$ cat src/rtl/seg_display_arbiter.sv
// rtl/seg_display_arbiter.sv - round-robin owner arbiter for the shared 4-digit 7-segment display
//
// Purpose: time-shares the single hex display between NUM_SRC requesters.
//   A granted source stays on the display for DWELL cycles. Before a different
//   source is shown, the display is blanked for GAP cycles.
// Ports:
//   clock       system clock
//   reset       asynchronous, active-high
//   req         per-source display request (level)
//   data        source i value at data[16*i+15:16*i]
//   hold        freezes dwell/gap counting
//   grant       one-hot display owner, all-zero when none
//   disp_value  value for the seg driver ([15:12] leftmost digit)
//   disp_blank  1 = all digits off
module seg_display_arbiter #(
  parameter int NUM_SRC = 4,
  parameter int DWELL   = 4194304,
  parameter int GAP     = 1024
) (
  input  logic                   clock,
  input  logic                   reset,
  input  logic [NUM_SRC-1:0]     req,
  input  logic [16*NUM_SRC-1:0]  data,
  input  logic                   hold,
  output logic [NUM_SRC-1:0]     grant,
  output logic [15:0]            disp_value,
  output logic                   disp_blank
);

  localparam int CNT_MAX = (DWELL > GAP) ? DWELL : GAP;
  localparam int CW      = $clog2(CNT_MAX);
  localparam int PW      = $clog2(NUM_SRC);

  localparam logic [CW-1:0] DWELL_LOAD = CW'(DWELL - 1);
  localparam logic [CW-1:0] GAP_LOAD   = CW'(GAP - 1);
  localparam logic [PW-1:0] PTR_INIT   = PW'(NUM_SRC - 1);

  typedef enum logic [1:0] {
    S_IDLE,
    S_SHOW,
    S_GAP
  } state_t;

  state_t              state, state_n;
  logic [CW-1:0]       cnt, cnt_n;
  logic [PW-1:0]       ptr, ptr_n;
  logic [NUM_SRC-1:0]  grant_n;
  logic [15:0]         value_n;
  logic                blank_n;

  logic                win_found;
  logic [PW-1:0]       win_idx;
  logic [NUM_SRC-1:0]  win_onehot;
  logic [15:0]         sel_data;
  logic                own_req;
  logic                other_req;

  // Round-robin search: sources above the pointer first, then wrap to 0..ptr.
  always_comb begin
    win_found  = 1'b0;
    win_idx    = '0;
    win_onehot = '0;
    for (int i = 0; i < NUM_SRC; i++) begin
      if (!win_found && req[i] && (i > int'(ptr))) begin
        win_found     = 1'b1;
        win_idx       = PW'(i);
        win_onehot[i] = 1'b1;
      end
    end
    for (int i = 0; i < NUM_SRC; i++) begin
      if (!win_found && req[i] && (i <= int'(ptr))) begin
        win_found     = 1'b1;
        win_idx       = PW'(i);
        win_onehot[i] = 1'b1;
      end
    end
  end

  // grant is one-hot, so OR-ing the masked slices picks the owner's value.
  always_comb begin
    sel_data = '0;
    for (int i = 0; i < NUM_SRC; i++) begin
      if (grant[i]) begin
        sel_data = sel_data | data[16*i +: 16];
      end
    end
  end

  assign own_req   = |(req & grant);
  assign other_req = |(req & ~grant);

  always_ff @(posedge clock or posedge reset) begin
    if (reset) begin
      state      <= S_IDLE;
      cnt        <= '0;
      ptr        <= PTR_INIT;
      grant      <= '0;
      disp_value <= '0;
      disp_blank <= 1'b1;
    end else begin
      state      <= state_n;
      cnt        <= cnt_n;
      ptr        <= ptr_n;
      grant      <= grant_n;
      disp_value <= value_n;
      disp_blank <= blank_n;
    end
  end

  always_comb begin
    state_n = state;
    cnt_n   = cnt;
    ptr_n   = ptr;
    grant_n = grant;
    value_n = disp_value;
    blank_n = disp_blank;

    unique case (state)
      S_IDLE: begin
        grant_n = '0;
        blank_n = 1'b1;
        if (win_found) begin
          state_n = S_SHOW;
          ptr_n   = win_idx;
          grant_n = win_onehot;
          blank_n = 1'b0;
          cnt_n   = DWELL_LOAD;
        end
      end

      S_SHOW: begin
        value_n = sel_data;
        // A dropped request ends the turn even while hold is set, and
        // takes priority over a simultaneous dwell expiry.
        if (!own_req) begin
          state_n = S_GAP;
          grant_n = '0;
          blank_n = 1'b1;
          cnt_n   = GAP_LOAD;
        end else if (!hold) begin
          if (cnt == '0) begin
            if (other_req) begin
              state_n = S_GAP;
              grant_n = '0;
              blank_n = 1'b1;
              cnt_n   = GAP_LOAD;
            end else begin
              cnt_n = DWELL_LOAD;
            end
          end else begin
            cnt_n = cnt - 1'b1;
          end
        end
      end

      S_GAP: begin
        grant_n = '0;
        blank_n = 1'b1;
        if (!hold) begin
          if (cnt == '0) begin
            if (win_found) begin
              state_n = S_SHOW;
              ptr_n   = win_idx;
              grant_n = win_onehot;
              blank_n = 1'b0;
              cnt_n   = DWELL_LOAD;
            end else begin
              state_n = S_IDLE;
            end
          end else begin
            cnt_n = cnt - 1'b1;
          end
        end
      end

      default: begin
        state_n = S_IDLE;
        grant_n = '0;
        blank_n = 1'b1;
      end
    endcase
  end

endmodule
$ cat config.mk
export PLATFORM = sky130hd
export DESIGN_NAME = seg_display_arbiter
export DESIGN_NICKNAME = d
export VERILOG_FILES = /design/src/rtl/seg_display_arbiter.sv
export SDC_FILE = /design/constraint.sdc
export NUM_CORES = 1
export LEC_CHECK = 0
export ABC_CLOCK_PERIOD_IN_PS = 2300
export CAP_MARGIN = 20
export CORE_AREA = 8 8 97 99
export CTS_CLUSTER_SIZE = 12
export DETAILED_ROUTE_END_ITERATION = 10
export DIE_AREA = 0 0 105 107
export GPL_ROUTABILITY_DRIVEN = 1
export GPL_TIMING_DRIVEN = 0
export PLACE_DENSITY_LB_ADDON = 0.15
export SYNTH_ARGS = -nofsm -noshare
export SYNTH_HDL_FRONTEND = slang
export SYNTH_SLANG_ARGS = --single-unit
$ cat constraint.sdc
create_clock -name clock -period 2.3 [get_ports clock]
set_input_delay 0.46 -clock clock [delete_from_list [all_inputs] [get_ports clock]]
set_output_delay 0.46 -clock clock [all_outputs]
set_load 0.005 [all_outputs]
=== Yosys cells after proc, flatten, opt, wreduce, memory -nomap -nowiden ===
Cells that the tools add are included.

* Register bits: 47
* Latch bits: 0
* RAM bits: 0
* ROM bits: 0
* Output and inout bits: 21
* Memories kept: 0

* $add $sub $neg: 1
* $mul: 0
* Divide/modulo/power cells: 0
* $lt $le $gt $ge: 6
* Equal/unequal tests: 8
* Shift-type cells: 0
* Mux-type cells: 61
* Bitwise operators: 6
* Reductions and logical operators: 28

{| class="wikitable"
|+ Operators with widths
! cell !! number
|-
| $mux W22 || 7
|-
| $pmux W22 S3 || 1
|-
| $mux W16 || 4
|-
| $or A16 B16 Y16 || 3
|-
| $mux W2 || 16
|-
| $mux W4 || 7
|-
| $logic_not A22 Y1 || 1
|-
| $mux W1 || 22
|-
| $sub A22 B1 Y22 const B || 1
|-
| $logic_and A1 B1 Y1 || 12
|-
| $pmux W4 S3 || 1
|-
| $ne A3 B3 Y1 const B || 3
|-
| $reduce_and A3 Y1 || 3
|-
| $and A4 B4 Y4 || 2
|-
| $reduce_or A4 Y1 || 2
|-
| $logic_not A1 Y1 || 6
|-
| $ne A2 B2 Y1 const B || 3
|-
| $pmux W2 S3 || 1
|-
| $reduce_and A6 Y1 || 1
|-
| $gt A2 B2 Y1 const A || 2
|-
| $le A2 B2 Y1 const A || 2
|-
| $not A4 Y4 || 1
|-
| $pmux W2 S2 || 1
|-
| $pmux W1 S3 || 1
|-
| 7 further kinds || 7
|}

=== Longest topological paths before layout ===
Gate-level depths: netlist of run 1.

* Depth in word-level cells: 30
* Mapped depth: 10
* Mapped depth without buffers: 8

=== Least setup slack after synthesis of run 1 ===
No wires, ideal clock.

* Kind: register to register
* From: reg state[0]
* To: reg cnt[13]
* Setup time: 0.122 ns
* Data arrival time: 2.221 ns
* Required time: 2.178 ns
* Slack: -0.042 ns
* Stages on the path, launching flop included: 9
* Cell sequence: dfrtp_1 > inv_1 > ha_1 > clkbuf_1 > and2_1 > nand2_2 > a21o_1 > or4_1 > a32o_1

* Cells in the longest elaborated chain, start to end: 3

{| class="wikitable"
|+ Ends and longest elaborated chain
! item !! line !! text
|-
| from (decl) || 44 || <nowiki>state_t state, state_n;</nowiki>
|-
| from (signal assigned) || 101 || <nowiki>state <= state_n;</nowiki>
|-
| $eq A2 B1 Y1 (tied with other cells) || 118 || <nowiki>unique case (state)</nowiki>
|-
| $ne A3 B3 Y1 (no source line) (tied with other cells) || - ||
|-
| $reduce_and A3 Y1 (no source line) || - ||
|-
| to (signal assigned) || 102 || <nowiki>cnt <= cnt_n;</nowiki>
|-
| to (decl) || 45 || <nowiki>logic [CW-1:0] cnt, cnt_n;</nowiki>
|}

Several ways; a longest one is shown, not always the timed one.
A chain may end at the register's enable or synchronous reset.

=== Worst setup path after layout of run 1 ===
* From: reg grant[1]
* To: reg cnt[13]

* Cells in the longest elaborated chain, start to end: 8

{| class="wikitable"
|+ Ends and longest elaborated chain
! item !! line !! text
|-
| from (decl) || 25 || <nowiki>output logic [NUM_SRC-1:0] grant,</nowiki>
|-
| from (signal assigned) || 104 || <nowiki>grant <= grant_n;</nowiki>
|-
| $not A4 Y4 || 90 || <nowiki>assign other_req = |(req & ~grant);</nowiki>
|-
| $and A4 B4 Y4 || 90 ||
|-
| $reduce_or A4 Y1 || 90 ||
|-
| $mux W22 || 142 || <nowiki>if (other_req) begin</nowiki>
|-
| $mux W22 || 141 || <nowiki>if (cnt == '0) begin</nowiki>
|-
| $mux W22 || 140 || <nowiki>end else if (!hold) begin</nowiki>
|-
| $mux W22 || 135 || <nowiki>if (!own_req) begin</nowiki>
|-
| $pmux W22 S3 || 118 ||
|}

Several ways; a longest one is shown, not always the timed one. The select of a mux whose other input is x is not followed.

==> results.cfg, run 1 <==
[synth]
async_flop_share_pct = 100
synth_common_cells = dfrtp_1 (44), nor2_1 (42), a22oi_1 (33)
synth.area.top_cells = dfrtp_1 (32%), a22oi_1 (7.2%), nor2_1 (4.6%)
synth_edf_count = 0
syn_area_per_cell_sq_um = 8.61
yosysWarningCount = 0
ys_ff_latch = 47
yosys.area.top_type = dfrtp_1
synth_nets = 475
ys.flop_type = dfrtp_1
synthCells = 398
ys_seq_area_share_pct = 34.4
yosys.area.top_type_share_pct = 32.1
syn_area_sq_um = 3430
post-synth-top-count-cell = dfrtp_1
ys_types = 76

[placed_design]
gp_congestion = 0.971
placed_cells = 593
placed_cell_area_sq_um = 4470
dp_hpwl_um = 9790
numPortBuffers = 89

[timing]
rsz0062_at_grt = yes
finalMaxSlewViolations = 0
fin_skew_ns = 0.00672
fin_crit_sh_pct = 101
fin_ws_ns = -0.0306
setup_viol = 1
worst_pin_slew_ns = 0.921
max_freq_mhz = 429
maxSlewHeadroom_pct = 38.1
layout_min_cycle_time_ns = 2.33
final_hold_viol_count = 0

[power_and_ir_drop]
power_density_nw_per_um2 = 1320
seqPwrFrac_pct = 25.3
internal_power_mw = 3.63
p_leak_nw = 1.93
clockPowerShare_pct = 9.6
p_comb_share_pct = 65.1
switchingPower_mw = 3.05
irDropWorstVdd_uv = 604
sw_frac_of_total_pct = 45.6

[drt]
viasPerCell = 6.20
vias = 3889
drc = 0
ant_nets = 0
drt-initial-drc-count = 305
wl_um = 13500
avgRoutedWirePerCell_um = 21.5
dr.pass1.iters = 4

[clock_tree]
clk_latency_ns = 0.31
clock-sinks = 47
clockRootBuffer = clkbuf_8
cts_tree = done
htree_levels = 2
cts.reportedPaths.clkPinSlew_ns = 0.10
cts.path.max_buffers = 2
cts_made_buffers = 5
hold_buffers = 0

[die]
die-area_sq_um = 11200
ios = 92
fp-row-count = 33
die_x_um = 105
design.core.area_sq_um = 7930
start_util_pct = 43.2
die_height_um = 107

[hold_path]
hp-class = in -> async

[finish]
instances_no_fill = 627
stdcell_area_sq_um = 5070
drive_gt1_share_pct = 22.8
layout.nets = 598
num_antenna_cells = 0
area_delta_synth_final_pct = 47.9

[worst_setup_path]
crit_path_max_incr_delay_ns = 0.51
r2r_setup_slack_ns = -0.03
required_ns = 2.50
crit_path_top_delay_cell = or4_1
reg2reg_depth = 7
path_class = reg -> reg
r2r_end = cnt[13]
worstPathMaxFanout = 10
end_kind = flip-flop
regToRegStartpoint = grant[1]
cp_cell_sequence = buf_2 -> a22o_4 -> o211ai_4 -> nand2_4 -> a21o_4 -> or4_1 -> a32o_1
critPathArrivalTime_ns = 2.54
critPathLaunchType = flip-flop

[global_routing]
grt_pass1_vias = 3809
antenna_found_initial = 0
grt_max_degree = 30
grt_use_total_pct = 23.1
globalRoute.totalOverflow = 0
grt_first_pass_wirelength_um = 21000

[status]
status = finished, violations left
failed_checks = negative setup slack

[flow_run]
drv_cap = 0
-- sequential cells by signal, summed over array words and instances, names as in the netlist --
register    count
disp_value     16
grant           4
state           2
disp_blank      1
cnt            22
ptr             2
-- through the flow --
step	util [%]	setup slack, ns	TNS, ns	total power, mW	hold slack, ns
2_1_floorplan	-	0.0536	0	4.00	0.457
5_1_grt	63.9	-0.0905	-0.600	7.12	0.506
3_3_place_gp	56.1	-0.756	-27.83	5.26	0.460
3_5_place_dp	56.4	-0.837	-16.85	5.33	0.466
4_1_cts	61.9	-0.0187	-0.0282	6.45	0.481
6_report	63.9	-0.0306	-0.0306	6.68	0.463
-- cell usage in the layout (no fill, tap or decap), drive strengths merged, types with 4 or more instances in the layout --
cell	netlist	layout
clkdlybuf4s50	0	86
buf	17	47
dfrtp	44	44
nor2	43	43
a22oi	33	33
nand2	27	27
a31oi	24	24
a21oi	19	19
o21ai	17	17
nor3	16	16
clkbuf	11	15
inv	14	14
o31ai	10	10
nand2b	9	9
or3	8	8
nand3	8	8
o211ai	7	7
nor4	7	7
ha	6	6
nand4	5	5
o22ai	5	5
and2	5	5
or4	4	4
a22o	4	4
-- routing by layer --
metal	vias to the layer above	track usage (%)	wire length, um	share of wire, %
li1	1779	-	-	-
met1	1891	28.5	5700	42
met2	189	38.9	6470	48
met3	30	4.32	929	6.9
met4	0	9.48	376	2.8
met5	-	0	0	0
-- how the worst max path moves through the flow --
stage	to	slack [ns]	start	cells past startpoint
after floorplan	cnt[13]	0.05	cnt[0]	9
after global placement	cnt[14]	-0.76	req[2]	7
after detailed placement	cnt[13]	-0.84	req[2]	6
after CTS	cnt[13]	-0.02	cnt[1]	8
after global routing	cnt[13]	-0.09	grant[1]	7
final	cnt[13]	-0.03	grant[1]	7
-- power groups by stage --
stage	sequential [mW]	combinational, mW	clock [mW]
final	1.69	4.35	0.640
after global routing	1.74	4.71	0.676
after CTS	1.66	4.13	0.656
after detailed placement	1.66	3.67	0
after global placement	1.64	3.62	0
after floorplan	1.60	2.40	0
-- cell families after synthesis --
group / count (synthesis) / synth area share (%)
buf+inv: 42 / 5.52
fa+ha+maj: 6 / 2.19
compound gates: 156 / 33.7
simple gates: 142 / 22.7
flops: 47 / 34.4
mux: 4 / 1.21
xor+xnor: 1 / 0.256
-- critical path, delay by kind of cell, from the launching register on --
family | cells | cell delay, ns
AOI/OAI and AO/OA | 4 | 1.05
and+or+nand+nor | 2 | 0.60
DFF | 1 | 0.38
buffers and inverters | 1 | 0.19
-- repair_timing --
item	in CTS	in global routing
gates resized for setup	45	27
buffers inserted	18	10
pin swaps	13	13
setup endpoints to repair	31	30
-- area by class of cell --
class,count,area [sq um]
Fill cell,693,2860
Multi-Input combinational cell,309,2320
Sequential cell,47,1180
Timing Repair Buffer,118,1120
Buffer,26,146
Tap cell,105,131
Clock buffer,5,68.8
Inverter,14,52.6
Clock inverter,3,43.8
Power figures use the tool's default switching activity.
==> run 2, diff against run 1 <==
ABC_CLOCK_PERIOD_IN_PS = default   (was 2300)
CTS_BUF_LIST = sky130_fd_sc_hd__clkbuf_16   (was default)
==> results.cfg, run 2 (synthesis results as in run 1) <==
[placed_design]
placed_cells = 593
numPortBuffers = 89
gp_congestion = 0.971
dp_hpwl_um = 9790
placed_cell_area_sq_um = 4470

[drt]
wl_um = 13500
drt-initial-drc-count = 307
vias = 3928
dr.pass1.iters = 5
avgRoutedWirePerCell_um = 21.3
drc = 0
viasPerCell = 6.19
ant_nets = 0

[worst_setup_path]
end_kind = flip-flop
critPathArrivalTime_ns = 2.49
required_ns = 2.47
worstPathMaxFanout = 3
critPathLaunchType = flip-flop
path_class = reg -> reg
crit_path_max_incr_delay_ns = 0.47
cp_cell_sequence = buf_4 -> buf_4 -> nor3_1 -> nand2_1 -> or3b_2 -> o41ai_1 -> o21ai_0 -> mux2_2
crit_path_top_delay_cell = nor3_1
critPathBufInv = 2
cpMostUsedCell = buf_4
crit_family = simple AND/OR/NAND/NOR gates

[finish]
multi_input_area_sq_um = 2350
largestRegisters = cnt: 22 flops, disp_value: 16 flops, grant: 4 flops
fillers = 670
largest_register_ffs = 22
final_cell_mix = clkdlybuf4s50_1 (86), dfrtp_1 (44), nor2_1 (42), buf_4 (36), a22oi_1 (33)
final_common_cell = clkdlybuf4s50_1
utilization_pct = 65.9
instances_no_fill = 635
seq_area_sq_um = 1180
num_antenna_cells = 0
stdcell_area_sq_um = 5220
regMostFlops = cnt
layout.nets = 606
area_delta_synth_final_pct = 52.5
drive_gt1_share_pct = 24.0

[timing]
fin_crit_sh_pct = 101
finalMaxSlewViolations = 0
fin_ws_ns = -0.0161
max_freq_mhz = 432
setup_viol = 1
rsz0062_at_grt = yes
final_hold_viol_count = 0
maxSlewHeadroom_pct = 43.8
layout_min_cycle_time_ns = 2.32
hold_ws_ns = 0.472
worst_pin_slew_ns = 0.836
fin_skew_ns = 0.00602

[clock_tree]
cts_made_buffers = 5
clockRootBuffer = clkbuf_16
htree_levels = 2
cts.reportedPaths.clkPinSlew_ns = 0.07
cts_tree = done
hold_buffers = 0
clock-sinks = 47
clk_latency_ns = 0.29
cts.path.max_buffers = 2

[power_and_ir_drop]
p_leak_nw = 2.00
irDropWorstVdd_uv = 747
power_density_nw_per_um2 = 1360

[status]
status = finished, violations left
failed_checks = negative setup slack

[global_routing]
grt_use_total_pct = 23.0
grt_first_pass_wirelength_um = 20900
grt_max_degree = 30
grt_pass1_vias = 3843
antenna_found_initial = 0
globalRoute.totalOverflow = 0

[hold_path]
hp-class = reg -> reg

[die]
fp-row-count = 33
die_height_um = 107
design.core.area_sq_um = 7930
die_x_um = 105
ios = 92
die-area_sq_um = 11200
start_util_pct = 43.2

[flow_run]
drv_cap = 0
## run 2: changes by cell type in the layout (fill, tap and decap cells not counted), moves of 2 or more
| cell | previous run | this run |
|---|---|---|
| buf_4 | 32 | 36 |
| buf_2 | 7 | 5 |
| clkbuf_16 | 0 | 5 |
| buf_6 | 1 | 5 |
| clkbuf_8 | 6 | 1 |
## run 2: worst reg2reg max path, stage by stage, from the launching register on
cell and delay [ns]:
dfrtp_1 0.40, buf_4 0.14, buf_4 0.13, nor3_1 0.47, nand2_1 0.13, or3b_2 0.45, o41ai_1 0.07, o21ai_0 0.14
mux2_2 0.28
## run 2: layout make-up
type | instances | area share (%)
plain buffers | 27 | 3.11
clock buffers | 5 | 2.40
clock inverters | 3 | 0.838
inverters | 14 | 1.01
multi-input cells | 309 | 44.9
flip-flops and latches | 47 | 22.6
well taps | 105 | 2.51
repair buffers | 125 | 22.6
## run 2: power breakdown
group	switching (mW)	total, mW	internal [mW]
Combinational	2.36	4.55	2.19
Sequential	0.424	1.70	1.27
Clock	0.333	0.846	0.513
Total	3.12	7.09	3.97
## run 2: final timing paths
kind / start / endpoint / slack [ns] / depth (start not counted)
worst min register to register: disp_blank / disp_blank / 0.47 / 2
min in group asynchronous: reset / cnt[1] / 0.49 / 2
worst max-delay path: cnt[1] / cnt[3] / -0.02 / 8
max in group asynchronous: reset / ptr[0] / 1.23 / 3
worst min-delay path: disp_blank / disp_blank / 0.47 / 2
worst max register to register: cnt[1] / cnt[3] / -0.02 / 8
## run 2: what timing repair did
item	CTS	global route
endpoints found under the hold margin	0	0
endpoints found under the setup margin	31	29
buffers inserted	18	18
pin swaps	11	20
cloned	0	0
resized for setup	45	38
## run 2: layer usage
metal | up-vias | wire length, um | part of all wire [%] | track usage, %
met2 | 207 | 6480 | 48 | 38.8
met3 | 34 | 1030 | 7.6 | 5.22
met1 | 1893 | 5650 | 42 | 28.0
met4 | 0 | 370 | 2.7 | 8.87
met5 | - | 0 | 0 | 0
li1 | 1794 | - | - | -
## run 2: stage by stage
stage | setup WS [ns] | TNS [ns] | total power, mW
floorplan | 0.0536 | 0 | 4.00
global placement | -0.756 | -27.83 | 5.26
detailed placement | -0.837 | -16.85 | 5.33
CTS | -0.0124 | -0.0181 | 6.66
global route | -0.156 | -0.741 | 7.56
finish | -0.0161 | -0.0161 | 7.09
